File: config.mk
export PLATFORM = sky130hd
export DESIGN_NAME = spi_reg_ctrl
export DESIGN_NICKNAME = d
export VERILOG_FILES = /design/src/rtl/comm_pkg.sv /design/src/rtl/reg_bank.sv /design/src/rtl/spi_reg_ctrl.sv
export SDC_FILE = /design/constraint.sdc
export NUM_CORES = 1
export LEC_CHECK = 0
export CELL_PAD_IN_SITES_DETAIL_PLACEMENT = 2
export CELL_PAD_IN_SITES_GLOBAL_PLACEMENT = 2
export CORE_MARGIN = 10
export CORE_UTILIZATION = 38
export CTS_CLUSTER_SIZE = 10
export DETAILED_ROUTE_END_ITERATION = 10
export PLACE_DENSITY_LB_ADDON = 0.1
export REMOVE_ABC_BUFFERS = 1
export SLEW_MARGIN = 20
export SYNTH_ARGS = -nofsm -noshare
export SYNTH_HDL_FRONTEND = slang
export SYNTH_SLANG_ARGS = --single-unit
File: constraint.sdc
create_clock -name clk -period 3.1 [get_ports clk]
set_input_delay 0.93 -clock clk [delete_from_list [all_inputs] [get_ports clk]]
set_output_delay 0.93 -clock clk [all_outputs]
set_load 0.005 [all_outputs]
File: src/rtl/comm_pkg.sv
// Shared types and constants for the SPI register-access controller.
package comm_pkg;

  typedef enum logic [2:0] {
    ST_IDLE = 3'd0,
    ST_CMD  = 3'd1,
    ST_WR   = 3'd2,
    ST_RD   = 3'd3,
    ST_SKIP = 3'd4
  } ctrl_state_e;

  localparam int         RW_BIT    = 7;
  localparam logic [7:0] FILL_ZERO = 8'h00;
  localparam logic [7:0] FILL_ONE  = 8'hFF;

  function automatic logic [7:0] sat_inc8(input logic [7:0] v);
    if (v == 8'hFF) return v;
    else            return v + 8'h01;
  endfunction

endpackage

File: src/rtl/reg_bank.sv
// NREG x 8 register array: one write port, one combinational read port,
// top slot is a read-only view of an external byte.
module reg_bank #(
  parameter int NREG = 16,
  parameter int AW   = $clog2(NREG)
) (
  input  logic          clk,
  input  logic          reset,
  input  logic          we,
  input  logic [AW-1:0] waddr,
  input  logic [7:0]    wdata,
  input  logic [AW-1:0] raddr,
  input  logic [7:0]    ro_data,
  output logic [7:0]    rdata,
  output logic [7:0]    reg0
);

  localparam logic [AW-1:0] LAST = AW'(NREG - 1);

  logic [7:0] regs_r [NREG];

  // Register storage; writes to the read-only slot are dropped.
  always_ff @(posedge clk) begin
    if (reset) begin
      for (int i = 0; i < NREG; i++) regs_r[i] <= 8'h00;
    end else if (we && (waddr != LAST)) begin
      regs_r[waddr] <= wdata;
    end
  end

  assign rdata = (raddr == LAST) ? ro_data : regs_r[raddr];
  assign reg0  = regs_r[0];

endmodule

File: src/rtl/spi_reg_ctrl.sv
// Decodes framed SPI bytes into single/burst register reads and writes,
// keeping the reply byte primed ahead of each host byte.
module spi_reg_ctrl
  import comm_pkg::*;
#(
  parameter int         NREG = 16,
  parameter logic [7:0] ID   = 8'h5A
) (
  input  logic       clk,
  input  logic       reset,
  input  logic       ssn,
  input  logic       recv_ready,
  output logic       recv_ack,
  input  logic [7:0] cmd,
  output logic       sent_ready,
  input  logic       sent_ack,
  output logic [7:0] reply,
  output logic [7:0] state,
  output logic [7:0] err_cnt
);

  localparam int         AW     = $clog2(NREG);
  localparam logic [7:0] NREG_B = 8'(NREG);

  ctrl_state_e   state_r;
  logic [AW-1:0] ptr_r;
  logic [7:0]    reply_r;
  logic          sent_ready_r;
  logic          recv_ack_r;
  logic [7:0]    err_cnt_r;

  logic          consume_s;
  logic          bad_cmd_s;
  logic          we_s;
  logic [AW-1:0] ptr_inc_s;
  logic [AW-1:0] raddr_s;
  logic [7:0]    rdata_s;

  assign consume_s = recv_ready & ~recv_ack_r;
  assign bad_cmd_s = ({1'b0, cmd[6:0]} >= NREG_B);
  assign ptr_inc_s = ptr_r + AW'(1);
  // An aborting ssn beats a byte arriving on the same edge.
  assign we_s      = consume_s & ~ssn & (state_r == ST_WR);

  // Read port address: the command's addr in CMD, otherwise the next burst slot.
  always_comb begin
    raddr_s = ptr_inc_s;
    if (state_r == ST_CMD) raddr_s = cmd[AW-1:0];
    else                   raddr_s = ptr_inc_s;
  end

  reg_bank #(.NREG(NREG), .AW(AW)) u_bank (
    .clk     (clk),
    .reset   (reset),
    .we      (we_s),
    .waddr   (ptr_r),
    .wdata   (cmd),
    .raddr   (raddr_s),
    .ro_data (err_cnt_r),
    .rdata   (rdata_s),
    .reg0    (state)
  );

  // Controller FSM with receive/send handshakes and the error counter.
  always_ff @(posedge clk) begin
    if (reset) begin
      state_r      <= ST_IDLE;
      ptr_r        <= '0;
      reply_r      <= 8'h00;
      sent_ready_r <= 1'b0;
      recv_ack_r   <= 1'b0;
      err_cnt_r    <= 8'h00;
    end else begin
      if (consume_s)                     recv_ack_r <= 1'b1;
      else if (recv_ack_r && !recv_ready) recv_ack_r <= 1'b0;

      if (sent_ready_r && sent_ack) sent_ready_r <= 1'b0;

      if (state_r == ST_IDLE) begin
        if (!ssn) begin
          reply_r      <= ID;
          sent_ready_r <= 1'b1;
          state_r      <= ST_CMD;
        end
      end else if (ssn) begin
        sent_ready_r <= 1'b0;
        state_r      <= ST_IDLE;
      end else if (consume_s) begin
        // Every consumed byte re-primes the reply, superseding any un-acked one.
        sent_ready_r <= 1'b1;
        case (state_r)
          ST_CMD: begin
            if (bad_cmd_s) begin
              err_cnt_r <= sat_inc8(err_cnt_r);
              reply_r   <= FILL_ONE;
              state_r   <= ST_SKIP;
            end else begin
              ptr_r <= cmd[AW-1:0];
              if (cmd[RW_BIT]) begin
                reply_r <= FILL_ZERO;
                state_r <= ST_WR;
              end else begin
                reply_r <= rdata_s;
                state_r <= ST_RD;
              end
            end
          end
          ST_WR: begin
            ptr_r   <= ptr_inc_s;
            reply_r <= FILL_ZERO;
          end
          ST_RD: begin
            ptr_r   <= ptr_inc_s;
            reply_r <= rdata_s;
          end
          ST_SKIP: reply_r <= FILL_ONE;
          default: begin
            sent_ready_r <= 1'b0;
            state_r      <= ST_IDLE;
          end
        endcase
      end
    end
  end

  assign recv_ack   = recv_ack_r;
  assign sent_ready = sent_ready_r;
  assign reply      = reply_r;
  assign err_cnt    = err_cnt_r;

endmodule

======== After elaboration in Yosys (flattened, before gate mapping) ========
Memory sizes are Yosys's and may differ from the RTL's.
Cells that the tools add are included.
W data, S select, Z words.
word-level totals
  flip-flop bits (word level) ............. 25
  memory bits (writable) .................. 128
  input bits .............................. 13
  output and inout bits ................... 26
  logic and storage cells ................. 79
  memories kept ........................... 1
cells by class
  add/sub/neg operators ................... 2
  magnitude comparators ................... 1
  equality and inequality tests ........... 10
  multiplexer cells ....................... 34
  bitwise gates (word level) .............. 7
  reductions and logical operators ........ 18
memories
  memory         depth  bits a word  rd ports  clocked after memory_dff  write ports  line            text
  u_bank.regs_r  16     8            2         0                         16           reg_bank.sv:20  logic [7:0] regs_r [NREG];
operators with widths
  cell                   count
  $mux W8                8
  $pmux W8 S4            1
  $mux W1                15
  $mux W3                5
  $mux W4                3
  $add A8 B1 Y8 const B  1
  $eq A8 B8 Y1 const B   1
  $pmux W4 S2            1
  $reduce_or A8 Y1       1
  $ge A7 B5 Y1 const B   1
  $eq A3 B2 Y1 const B   2
  $pmux W3 S2            1
  $reduce_and A3 Y1      2
  $reduce_and A6 Y1      1
  $reduce_bool A2 Y1     3
  $reduce_and A5 Y1      1
  $reduce_bool A5 Y1     1
  $add A4 B1 Y4 const B  1
  $eq A4 B4 Y1 const B   1
  $ne A2 B2 Y1 const B   2
  $ne A4 B4 Y1 const B   1
  $not A1 Y1             4
  $reduce_or A4 Y1       1
  $and A1 B1 Y1          3
  9 further kinds        11

======== Logic depth before layout (Yosys ltp) ========
  depth in word-level cells ............... 10
  depth in mapped cells ................... 10
  mapped depth without buffers ............ 8

======== Modules after synthesis ========
A second synthesis with hierarchy kept.
second synthesis, totals
  cell total of the unflattened synthesis .. 574
  area total of the unflattened synthesis .. 7,175.6 um^2
by module, submodules not included
  module        instances  cells an instance  area an instance (um^2)  sequential area each (um^2)
  reg_bank      1          397                5,706.7                  3,603.5
  spi_reg_ctrl  1          177                1,468.9                  500.5

======== Worst setup path before layout ========
No wires, ideal clock.
  kind .................................... input port to flip-flop
  from .................................... input port recv_ready
  to ...................................... memory u_bank.regs_r[0][0] (enable)
  setup time .............................. 0.310 ns
  data arrival time ....................... 2.317 ns
  setup slack ............................. 0.473 ns
  cell stages on the path ................. 7
  cells stage by stage .................... ha_1 nor2b_1 nand3_1 a31oi_1 nand2_1 nor3_1 or2_2
RTL lines
  element             line                text
  start: declaration  spi_reg_ctrl.sv:12  input logic recv_ready,
  end: declaration    reg_bank.sv:20

======== Final worst setup path ========
  from .................................... input port cmd[0]
  to ...................................... register reply_r[1] (netlist: reply[1])
between the ends
  word-level cells in the longest chain between the ends .. 9
ends and longest elaborated chain
  element                                         line                 text
  start: declaration                              spi_reg_ctrl.sv:14   input logic [7:0] cmd,
  $mux W4                                         spi_reg_ctrl.sv:48   if (state_r == ST_CMD) raddr_s = cmd[AW-1:0];
  $mem_v2 Z16 W8 or $eq A4 B4 Y1 (tied branches)  -
  $mux W8                                         reg_bank.sv:31       assign rdata = (raddr == LAST) ? ro_data : regs_r[raddr];
  $mux W8                                         spi_reg_ctrl.sv:99   if (cmd[RW_BIT]) begin
  $mux W8                                         spi_reg_ctrl.sv:93   if (bad_cmd_s) begin
  $pmux W8 S4 (*)                                 spi_reg_ctrl.sv:91   case (state_r)
  $mux W8 (*)                                     spi_reg_ctrl.sv:88   end else if (consume_s) begin
  $mux W8 (*)                                     spi_reg_ctrl.sv:85   end else if (ssn) begin
  $mux W8 (*)                                     spi_reg_ctrl.sv:79   if (state_r == ST_IDLE) begin
  end signal: assignment                          spi_reg_ctrl.sv:103  reply_r <= rdata_s;
  end signal: assignment                          spi_reg_ctrl.sv:114  reply_r <= rdata_s;
  end: declaration                                spi_reg_ctrl.sv:27   logic [7:0] reply_r;
Mark *: on every way between the ends. The rest lies on a longest branch, timed or not. The select of a mux whose other input is x is not followed.
A chain may end at the register's enable or synchronous reset.

==> reports/metrics.cfg <==
[run_status]
outcome=completed

[power]
swShare=0.245
power_frac_seq=0.449
clkPwrFrac=0.460
cellPowerDensity_nw_per_um2=540
p_int_mw=3.71
p_switching_mw=1.20
p_leak_nw=3.45
peakVddDrop_uv=373
power_frac_comb=0.090

[finish]
syn2layout_area_growth_pct=24.1
fillers=1872
drive_gt1_frac=0.193
multiInputGateArea_um2=2970
finalNonFillerCells=1015
diodes=0
layout.nets=761
regArea_um2=4100

[place]
io_buffers=38
post-dp-hpwl_um=18800
dp.cells=983
globalplace.congestion=0.835

[global_routing]
grt_pass1_wl_um=39900
antenna_found_initial=1
grtUsageTotal=0.207
grt_pass1_vias=6181
overflow=0
grt_max_degree=33

[timing]
fmax_ghz=0.345
setup_viol=0
rsz0062_at_grt=false
tightest_slew_ns=0.747
whs_ns=0.564
period_minus_slack_ns=2.89
fin_setup_tns_ns=0
finalClockSkew_ns=0.0106
period_share=0.934
relSlewSlack=0.498
drv_slew=0
finalHoldViolCount=0

[clocking]
postCtsSetupBuffers=0
clk_path_buf_depth=2
cts_buffers=17
clk_pin_slew_worst_paths_ns=0.06
cts_tree=yes
cts_max_level=4
cts_hold_buffers=0
cts.sinks=145
clk_latency_ns=0.43
root_buffer=clkbuf_16

[floorplanning]
row_count=50
design.portCount=39
floorplan.initialDensity=0.389
die-area_um2=25200
die_h_um=159
die_x_um=159
core_um2=18800

[drt]
wl_per_cell_um=25.9
wl_um=26300
vias_per_cell=5.48
detail-route-antenna-nets=0
first_pass_iters=5
first_iter_violations=378
num_vias=5564
drc_errors=0

[logic_synthesis]
syn_area_um2=7320
yosysWarnings=0
synth_top_flop_cell=edfxtp_1
synth_edf_count=120
synthArstFlopShare=0
ys_seq_area_frac=0.561
synth.distinct_cells=59
syn_inst=644
avgSynthCellArea_um2=11.4
yosys_register_bits=145

[worst_setup_path]
critPathKind=input pin to flop
cp.required_ns=3.41
worstSetupEndpointType=flop
arrival_ns=3.20
path_max_fanout=10
critPathLaunchType=input pin

[run]
max_cap_viol_count=0

[worst_hold_path]
hold_class=flop to flop

[synthesized netlist by cell type (2+ instances only)]
cell	n	area, um^2
and2_1	120	751
edfxtp_1	120	3600
nand2_1	59	221
nor2_1	42	158
mux2i_1	30	300
dfxtp_1	25	500
clkbuf_1	24	90.1
a21oi_1	19	95.1
or2_2	15	93.8
a31oi_1	14	87.6
o21ai_0	14	70.1
nand3_1	12	60.1
buf_2	9	45.0
inv_1	9	33.8
nor3_1	9	45.0
a211oi_1	8	60.1
mux4_2	8	180
xor2_1	8	70.1
nand2b_1	7	43.8
nand4_1	7	43.8
buf_6	6	67.6
ha_1	6	75.1
o21ai_1	6	30.0
a2111oi_0	5	43.8
a32oi_1	5	43.8
and3_1	5	31.3
nor3b_1	4	30.0
a41oi_1	3	26.3
nor4b_1	3	26.3
o221ai_1	3	26.3
o2bb2ai_1	3	26.3
a21o_1	2	15.0
a311oi_1	2	17.5
buf_1	2	7.51
mux2_4	2	30.0
nand4b_1	2	17.5
nor2b_1	2	12.5
o32ai_1	2	17.5
xnor2_1	2	17.5
[state kept, by name, summed over array words and instances, names as in the netlist]
register / flops
u_bank.regs_r: 120
err_cnt: 8
reply: 8
ptr_r: 4
state_r: 3
recv_ack: 1
sent_ready: 1
[cell usage in the layout (no fill, tap or decap), types with 3 or more instances in the layout]
cell type / count
a211oi_1: 8
inv_6: 5
buf_4: 82
edfxtp_1: 120
mux4_2: 8
dfxtp_1: 25
nand4_1: 7
o2bb2ai_1: 3
a31oi_1: 14
bufinv_16: 4
a41oi_1: 3
nor3_1: 9
o21ai_0: 14
o21ai_1: 6
a32oi_1: 5
a2111oi_0: 4
ha_1: 6
o221ai_1: 3
nand3_1: 12
mux2i_1: 30
clkbuf_16: 17
xor2_1: 8
nand2b_1: 7
inv_1: 9
or2_2: 15
and2_1: 120
nor2_1: 42
nand2_1: 59
a21oi_1: 19
and3_1: 5
clkdlybuf4s50_1: 38
nor3b_1: 4
[timing repair]
item	in CTS	in global routing
setup endpoints to repair	0	2
resized for setup	0	2
hold endpoints to repair	0	0
[final timing paths]
kind	startpoint	end	slack, ns	depth (start not counted)
max	cmd[0]	reply[1]	0.21	9
min	ptr_r[0]	ptr_r[0]	0.56	2
max reg2reg	state_r[0]	reply[3]	0.50	7
min reg2reg	ptr_r[0]	ptr_r[0]	0.56	2
[kinds of logic (layout without fill, tap and decap cells)]
family,after synthesis,count (layout),synth area share
adders and majority gates,6,6,0.0103
and+or+nand+nor,293,293,0.217
buffers and inverters,51,162,0.0344
muxes,43,43,0.0763
DFF,145,145,0.561
AOI/OAI and AO/OA,96,96,0.0891
xor gates and xnor gates,10,10,0.0120
[through the flow]
step / cell area, um^2 / util / power, mW / setup WS, ns
floorplan: 7100 / - / 2.41 / 0.211
global placement: 8440 / 0.448 / 2.66 / -0.318
detailed placement: 8440 / 0.448 / 2.68 / -0.394
CTS: 9070 / 0.482 / 4.91 / 0.0343
global route: 9080 / 0.482 / 5.04 / 0.0836
finish: 9080 / 0.482 / 4.91 / 0.206
[cell type report]
type / count / area share
clock buffers: 18 / 0.0473
well taps: 260 / 0.0358
multi-input cells: 448 / 0.327
clock inverters: 14 / 0.0223
repair buffers: 121 / 0.112
inverters: 9 / 0.00372
flip-flops and latches: 145 / 0.452
[metal layers]
| layer | share of wire | global-route usage | routed length, um |
|---|---|---|---|
| met2 | 0.51 | 0.353 | 13300 |
| met4 | 0.018 | 0.0591 | 483 |
| met3 | 0.032 | 0.0369 | 848 |
| met5 | 0.00068 | 0 | 18 |
| met1 | 0.44 | 0.262 | 11700 |
[power groups by stage]
| stage | clock network, mW | registers [mW] | logic (mW) |
|---|---|---|---|
| 5_1_grt | 2.36 | 2.21 | 0.472 |
| 3_5_place_dp | 0 | 2.24 | 0.436 |
| 4_1_cts | 2.26 | 2.20 | 0.444 |
| 6_report | 2.26 | 2.20 | 0.443 |
| 2_1_floorplan | 0 | 2.23 | 0.182 |
| 3_3_place_gp | 0 | 2.24 | 0.421 |
[worst max-delay path, cell delays in order]
cell,delay (ns)
clkdlybuf4s50_1,0.44
nor4b_2,0.33
buf_4,0.19
a21o_1,0.22
buf_4,0.24
mux2i_1,0.12
a2111oi_1,0.49
buf_4,0.19
a211oi_1,0.04
No activity file was read; power rests on OpenSTA's default activity.
